===== config.mk =====
export PLATFORM = sky130hd
export DESIGN_NAME = cache_way_controller
export DESIGN_NICKNAME = d
export VERILOG_FILES = /design/src/rtl/cache_pkg.sv /design/src/rtl/cache_victim_select.sv /design/src/rtl/cache_way_controller.sv
export SDC_FILE = /design/constraint.sdc
export NUM_CORES = 1
export LEC_CHECK = 0
export BUFFER_PORTS_ARGS = -buffer_cell sky130_fd_sc_hd__buf_4
export CORE_MARGIN = 3
export CORE_UTILIZATION = 55
export DETAILED_ROUTE_END_ITERATION = 6
export GPL_ROUTABILITY_DRIVEN = 0
export HOLD_SLACK_MARGIN = 0.03
export PLACE_DENSITY = 0.83
export SYNTH_ARGS = -nofsm -noshare
export SYNTH_HDL_FRONTEND = slang
export SYNTH_SLANG_ARGS = --single-unit
export TNS_END_PERCENT = 100

===== constraint.sdc =====
create_clock -name clk -period 3.5 [get_ports clk]
set_clock_uncertainty 0.15 [all_clocks]
set_input_delay 0.35 -clock clk [delete_from_list [all_inputs] [get_ports clk]]
set_output_delay 0.35 -clock clk [all_outputs]
set_load 0.01 [all_outputs]

===== src/rtl/cache_pkg.sv =====
// Shared encodings for the cache controller and datapath: line states,
// CPU opcodes, controller states and small line-state predicates.
package cache_pkg;

  typedef enum logic [2:0] {
    LS_UC = 3'b000,
    LS_UD = 3'b001,
    LS_SC = 3'b010,
    LS_SD = 3'b011,
    LS_I  = 3'b100
  } line_state_t;

  typedef enum logic [1:0] {
    OP_READ  = 2'b00,
    OP_WRITE = 2'b01
  } cpu_op_t;

  typedef enum logic [2:0] {
    S_IDLE,
    S_LOOKUP,
    S_WRITEBACK,
    S_ALLOCATE,
    S_UPGRADE
  } ctrl_state_t;

  // Codes 100..111 all decode as I, so bit 2 alone marks an invalid line.
  function automatic logic is_invalid(input logic [2:0] s);
    return s[2];
  endfunction

  function automatic logic is_dirty(input logic [2:0] s);
    return !s[2] && s[0];
  endfunction

  function automatic logic is_unique(input logic [2:0] s);
    return !s[2] && !s[1];
  endfunction

endpackage


===== src/rtl/cache_victim_select.sv =====
// Victim way choice: lowest-index invalid way, otherwise a round-robin
// pointer that steps only when it supplied the victim.
module cache_victim_select
  import cache_pkg::*;
#(
  parameter int NUM_WAYS    = 4,
  parameter int WAY_IDX_W   = $clog2(NUM_WAYS),
  parameter int WIDTH_STATE = 3
) (
  input  logic                            clk,
  input  logic                            reset,
  input  logic [NUM_WAYS*WIDTH_STATE-1:0] way_state,
  input  logic                            advance,
  output logic [WAY_IDX_W-1:0]            victim_way
);

  logic [WAY_IDX_W-1:0] rr_q, rr_d;
  logic [WAY_IDX_W-1:0] inv_idx;
  logic                 inv_found;

  always_comb begin
    inv_found = 1'b0;
    inv_idx   = '0;
    for (int i = NUM_WAYS - 1; i >= 0; i--) begin
      if (is_invalid(way_state[i*WIDTH_STATE +: WIDTH_STATE])) begin
        inv_found = 1'b1;
        inv_idx   = WAY_IDX_W'(i);
      end
    end
  end

  assign victim_way = inv_found ? inv_idx : rr_q;

  // Explicit wrap so non-power-of-two way counts never point past the last way.
  always_comb begin
    rr_d = rr_q;
    if (advance && !inv_found) begin
      rr_d = (rr_q == WAY_IDX_W'(NUM_WAYS - 1)) ? '0 : rr_q + WAY_IDX_W'(1);
    end
  end

  always_ff @(posedge clk) begin
    if (reset) rr_q <= '0;
    else       rr_q <= rr_d;
  end

endmodule


===== src/rtl/cache_way_controller.sv =====
// N-way cache controller: lookup, victim writeback, allocate, upgrade and
// per-way state update, with ACE wait timeout and multi-hit/replay errors.
module cache_way_controller
  import cache_pkg::*;
#(
  parameter int NUM_WAYS       = 4,
  parameter int WAY_IDX_W      = $clog2(NUM_WAYS),
  parameter int WIDTH_STATE    = 3,
  parameter int TIMEOUT_CYCLES = 256,
  parameter int CNT_W          = $clog2(TIMEOUT_CYCLES + 1)
) (
  input  logic                            clk,
  input  logic                            reset,
  input  logic                            cpu_req_valid,
  input  logic [1:0]                      cpu_req_op,
  output logic                            cpu_req_ready,
  input  logic [NUM_WAYS-1:0]             hit_way,
  input  logic [NUM_WAYS*WIDTH_STATE-1:0] way_state,
  input  logic                            ace_ready,
  input  logic                            ace_shared,
  output logic                            read_req,
  output logic                            write_req,
  output logic                            invalid_req,
  output logic [WAY_IDX_W-1:0]            sel_way,
  output logic                            write_from_cpu,
  output logic                            write_from_interconnect,
  output logic                            state_we,
  output logic [WIDTH_STATE-1:0]          new_state,
  output logic                            cache_complete,
  output logic                            cache_error
);

  localparam int            CW         = (CNT_W < 1) ? 1 : CNT_W;
  localparam bit            TIMEOUT_EN = (TIMEOUT_CYCLES > 0);
  localparam logic [CW-1:0] CNT_LAST   = CW'((TIMEOUT_CYCLES > 0) ? TIMEOUT_CYCLES - 1 : 0);

  ctrl_state_t          state_q, state_d;
  cpu_op_t              op_q, op_d;
  logic                 replay_q, replay_d;
  logic [WAY_IDX_W-1:0] way_q, way_d;
  logic [CW-1:0]        cnt_q, cnt_d;

  logic [WAY_IDX_W-1:0]   hit_idx, victim_way;
  logic [WIDTH_STATE-1:0] hit_state, victim_state;
  logic                   multi_hit, hit, timeout, rr_advance;

  always_comb begin
    hit_idx = '0;
    for (int i = 0; i < NUM_WAYS; i++) begin
      if (hit_way[i]) hit_idx = WAY_IDX_W'(i);
    end
  end

  assign multi_hit    = (hit_way & (hit_way - NUM_WAYS'(1))) != '0;
  assign hit_state    = way_state[hit_idx*WIDTH_STATE +: WIDTH_STATE];
  assign hit          = (|hit_way) && !is_invalid(hit_state);
  assign victim_state = way_state[victim_way*WIDTH_STATE +: WIDTH_STATE];
  // The limit cycle is the one in which the count would reach TIMEOUT_CYCLES.
  assign timeout      = TIMEOUT_EN && (cnt_q == CNT_LAST);
  assign rr_advance   = (state_q == S_LOOKUP) && !multi_hit && !hit && !replay_q;

  cache_victim_select #(
    .NUM_WAYS    (NUM_WAYS),
    .WAY_IDX_W   (WAY_IDX_W),
    .WIDTH_STATE (WIDTH_STATE)
  ) u_victim (
    .clk        (clk),
    .reset      (reset),
    .way_state  (way_state),
    .advance    (rr_advance),
    .victim_way (victim_way)
  );

  always_ff @(posedge clk) begin
    if (reset) begin
      state_q  <= S_IDLE;
      op_q     <= OP_READ;
      replay_q <= 1'b0;
      way_q    <= '0;
      cnt_q    <= '0;
    end else begin
      state_q  <= state_d;
      op_q     <= op_d;
      replay_q <= replay_d;
      way_q    <= way_d;
      cnt_q    <= cnt_d;
    end
  end

  always_comb begin
    state_d                 = state_q;
    op_d                    = op_q;
    replay_d                = replay_q;
    way_d                   = way_q;
    cnt_d                   = '0;
    cpu_req_ready           = 1'b0;
    read_req                = 1'b0;
    write_req               = 1'b0;
    invalid_req             = 1'b0;
    sel_way                 = '0;
    write_from_cpu          = 1'b0;
    write_from_interconnect = 1'b0;
    state_we                = 1'b0;
    new_state               = '0;
    cache_complete          = 1'b0;
    cache_error             = 1'b0;

    case (state_q)
      S_IDLE: begin
        cpu_req_ready = 1'b1;
        if (cpu_req_valid && (cpu_req_op == OP_READ || cpu_req_op == OP_WRITE)) begin
          op_d     = cpu_op_t'(cpu_req_op);
          replay_d = 1'b0;
          state_d  = S_LOOKUP;
        end
      end
      S_LOOKUP: begin
        sel_way = hit_idx;
        if (multi_hit) begin
          cache_complete = 1'b1;
          cache_error    = 1'b1;
          state_d        = S_IDLE;
        end else if (hit) begin
          if (op_q == OP_READ) begin
            cache_complete = 1'b1;
            state_d        = S_IDLE;
          end else if (is_unique(hit_state)) begin
            write_from_cpu = 1'b1;
            state_we       = 1'b1;
            new_state      = WIDTH_STATE'(LS_UD);
            cache_complete = 1'b1;
            state_d        = S_IDLE;
          end else begin
            way_d   = hit_idx;
            state_d = S_UPGRADE;
          end
        end else if (replay_q) begin
          // A fill should always be followed by a hit; anything else is fatal.
          cache_complete = 1'b1;
          cache_error    = 1'b1;
          state_d        = S_IDLE;
        end else begin
          way_d   = victim_way;
          state_d = is_dirty(victim_state) ? S_WRITEBACK : S_ALLOCATE;
        end
      end
      S_WRITEBACK: begin
        sel_way   = way_q;
        write_req = 1'b1;
        if (ace_ready) begin
          state_we  = 1'b1;
          new_state = WIDTH_STATE'(LS_I);
          state_d   = S_ALLOCATE;
        end else if (timeout) begin
          cache_complete = 1'b1;
          cache_error    = 1'b1;
          state_d        = S_IDLE;
        end else begin
          cnt_d = cnt_q + CW'(1);
        end
      end
      S_ALLOCATE: begin
        sel_way  = way_q;
        read_req = 1'b1;
        if (ace_ready) begin
          write_from_interconnect = 1'b1;
          state_we                = 1'b1;
          new_state               = ace_shared ? WIDTH_STATE'(LS_SC) : WIDTH_STATE'(LS_UC);
          replay_d                = 1'b1;
          state_d                 = S_LOOKUP;
        end else if (timeout) begin
          cache_complete = 1'b1;
          cache_error    = 1'b1;
          state_d        = S_IDLE;
        end else begin
          cnt_d = cnt_q + CW'(1);
        end
      end
      S_UPGRADE: begin
        sel_way     = way_q;
        invalid_req = 1'b1;
        if (ace_ready) begin
          write_from_cpu = 1'b1;
          state_we       = 1'b1;
          new_state      = WIDTH_STATE'(LS_UD);
          cache_complete = 1'b1;
          state_d        = S_IDLE;
        end else if (timeout) begin
          cache_complete = 1'b1;
          cache_error    = 1'b1;
          state_d        = S_IDLE;
        end else begin
          cnt_d = cnt_q + CW'(1);
        end
      end
      default: state_d = S_IDLE;
    endcase
  end

endmodule


==> metrics.md <==
| Metric | Value |
|---|---|
| Number of diodes | `0` |
| Relative slew slack | `0.5867` |
| Peak VDD IR | `0.0002259 V` |
| Filler cells | `194` |
| FF+latch count, synth | `19` |
| Final hold violations | `0` |
| Via density | `5.725` |
| Slew @ Worst Pin | `0.6158 ns` |
| RSZ-0062 raised after global routing | `false` |
| Post-synth top area share | `0.2966` |
| Post-synth EDFFs | `0` |
| Startpoint types | `register` |
| Cell taking the most area after synthesis | `dfxtp_1` |
| CTS tree | `built` |
| Global-route wire length before repair | `4.836 mm` |
| Vias | `1311` |
| Final setup viols | `0` |
| Avg Inst Size Synth | `7.544 sq um` |
| Power Density | `270.5 nW/um^2` |
| Largest net degree at the start of global routing | `12` |
| Primary FF master, synth | `dfxtp_1` |
| Synthesized net count | `196` |
| Crit path cell chain | `ha_1 -> nand3_1 -> nor2_1 -> and3_1 -> ha_1 -> nand2b_1 -> nor2_1 -> a2bb2oi_1 -> o22ai_1 -> buf_4` |
| Post-synthesis adder-cell area fraction | `0.03805` |
| First-pass DRT Iterations | `4` |
| Design Power | `424.0 uW` |
| CTS root buffer | `clkbuf_4` |
| Sequential share of the synthesized area | `0.2966` |
| Fmax | `372.6 MHz` |
| Top Ports | `37` |
| Post-DP HPWL | `2.341 mm` |
| CTS Buffer Depth | `2` |
| Crit Path Max Fanout | `4` |
| Routed WL | `3.035 mm` |
| Post-route setup TNS | `0 ns` |
| Slew Viols, Final | `0` |
| Leakage | `0.0006742 uW` |
| Main combinational cell family by area after synthesis | `simple AND/OR/NAND/NOR gates` |
| Die Height | `54.29 um` |
| Mux cell area share after synthesis | `0.05561` |
| Clock sink count | `19` |
| Routed len/inst | `13.25 um` |
| DRC Markers | `0` |
| Initial DRC Count | `23` |
| CTS buffer count | `3` |
| Post-synthesis xor/xnor area fraction | `0.04098` |
| Die X | `54.29 um` |
| Netlist Area Pre-Place | `1282 sq um` |
| H-tree depth | `1` |
| Distinct cells, synth | `46` |
| Crit Path Class | `register to output pin` |
| Initial antenna violation count | `0` |
| Vias in the first global route | `1156` |
| Hold WC Path Type | `input port to register` |
| Slowest Stage Delay on Critical Path | `0.39 ns` |
| Post-synthesis simple-gate area fraction | `0.3073` |
| Row count | `16` |
| Async S/R FF share, synth | `0` |
| Area delta synth->final | `22.24%` |
| MaxCap Viol Count | `0` |
| Synth Instances | `170` |
| # port buffers | `36` |
| GRT Total Usage | `0.2213` |
| Postcts setup bufs | `0` |
| CP arrival | `2.18 ns` |
| Worst EP required | `3.00 ns` |
| Clock Latency Late Sink | `0.30 ns` |
| Clk slew on worst S/H paths | `0.12 ns` |
| Crit path time final | `2.684 ns` |
| Post-cts resize count | `0` |
| Final period utilization | `0.7669` |
| CP endpoint kind | `output pin` |
| Final #Nets | `229` |
| Slowest stage cell, crit path | `dfxtp_1` |
| Final ANT Viol Nets | `0` |
| Total core area | `2082 sq um` |
| Initial Util | `0.6160` |
| Full die area | `2947 sq um` |
| Total gr overflow | `0` |
| Post-CTS Hold Fix Bufs | `0` |
| Syn. warnings | `0` |
| Compound-Gate Fraction of Synth Area | `0.2078` |
| Status | `completed` |
| Share of cells above drive strength 1 | `0.2376` |
| Ranking of synthesized cells by area | `dfxtp_1 30%, nor2_1 8.8%, mux2i_1 4.7%` |
-- sequential cells by signal, summed over array words and instances, names as in the netlist --
| register | flops |
|---|---|
| way_q | 2 |
| u_victim.rr_q | 2 |
| replay_q | 1 |
| cnt_q | 9 |
| state_q | 3 |
| op_q | 2 |
-- critical path: cells and delay by family, from the launching register on --
family / cells / cell delay [ns]
buf+inv: 1 / 0.15
flops: 1 / 0.39
fa+ha+maj: 2 / 0.42
compound gates: 2 / 0.22
simple gates: 5 / 0.73
-- per-layer routing --
| layer | track usage | up-vias | wire [um] |
|---|---|---|---|
| met5 | 0 | - | 0 |
| met3 | 0.02997 | 8 | 142 |
| li1 | - | 661 | - |
| met2 | 0.3785 | 35 | 1446 |
| met4 | 0.08299 | 0 | 58 |
| met1 | 0.2800 | 607 | 1389 |
-- placed cells by master, fill, tap and decap left out, types with 2 or more instances in the layout --
cell type,instances
clkbuf_4,3
or3_1,2
nor3b_1,2
a21oi_1,11
ha_1,3
nor4_1,2
xnor2_1,2
nor3_1,4
o22ai_1,4
nor2b_1,4
xor2_1,4
o21ai_1,3
buf_4,36
nand2_1,12
inv_1,6
and3_1,3
mux2i_1,6
nand2b_1,5
nand3_1,5
dfxtp_1,19
and2_1,4
a21o_1,2
a221o_1,2
or2_2,3
nor2_1,30
o21ai_0,5
o21a_1,2
-- final timing paths --
kind,from,end,slack [ns],cells after the start
worst max-delay path,cnt_q[0]$_SDFF_PP0_,cache_error,0.82,10
worst min register to register,cnt_q[0]$_SDFF_PP0_,cnt_q[0]$_SDFF_PP0_,0.33,1
worst min-delay path,reset,u_victim.rr_q[0]$_SDFFE_PP0P_,0.12,2
worst max register to register,state_q[2]$_SDFFE_PP0P_,u_victim.rr_q[0]$_SDFFE_PP0P_,1.27,6
-- through the flow --
step           instances  hold slack [ns]  area [sq um]  utilization  setup slack, ns
2_1_floorplan        170           0.2763          1282            -            1.212
4_1_cts              229           0.1198          1568       0.7530           0.7995
6_report             229           0.1219          1568       0.7530           0.8158
5_1_grt              229           0.1166          1568       0.7530           0.5512
3_5_place_dp         225           0.3049          1540       0.7398           0.9400
3_3_place_gp         225           0.2926          1540       0.7398           0.9736
-- synthesized netlist by cell type (all sizes together) (3+ instances only) --
| master | n |
|---|---|
| nor3 | 4 |
| dfxtp | 19 |
| and2 | 4 |
| o21ai | 8 |
| or2 | 4 |
| xor2 | 4 |
| nor2 | 30 |
| and3 | 3 |
| o22ai | 4 |
| mux2i | 6 |
| nand2b | 5 |
| ha | 3 |
| nand3 | 5 |
| inv | 6 |
| buf | 4 |
| nor2b | 4 |
| nand2 | 12 |
| a21oi | 12 |
| clkbuf | 4 |
-- kinds of logic (layout without fill, tap and decap cells) --
group	after synthesis	after routing
adder cells (fa/ha/maj)	4	4
AO/OA/AOI/OAI	40	40
XOR/XNOR	6	6
buffers and inverters	14	46
AND/OR/NAND/NOR	80	80
flip-flops	19	19
multiplexers	7	7
-- layout make-up --
| type | count | area (sq um) | share of cell area |
|---|---|---|---|
| Sequential cell | 19 | 380.4 | 0.2426 |
| Timing Repair Buffer | 36 | 270.3 | 0.1724 |
| Clock buffer | 3 | 22.52 | 0.01437 |
| Tap cell | 27 | 33.78 | 0.02155 |
| Clock inverter | 1 | 5.005 | 0.003192 |
| Multi-Input combinational cell | 137 | 833.3 | 0.5315 |
| Inverter | 6 | 22.52 | 0.01437 |
-- power breakdown --
part / internal, uW / leakage [uW] / total (uW) / switching (uW)
Combinational: 44.0 / 0.000503 / 87.2 / 43.1
Clock: 42.5 / 0.0000177 / 116 / 73.1
Sequential: 218 / 0.000153 / 221 / 2.99
Total: 305 / 0.000674 / 424 / 119
(Power assumes the default switching activity.)
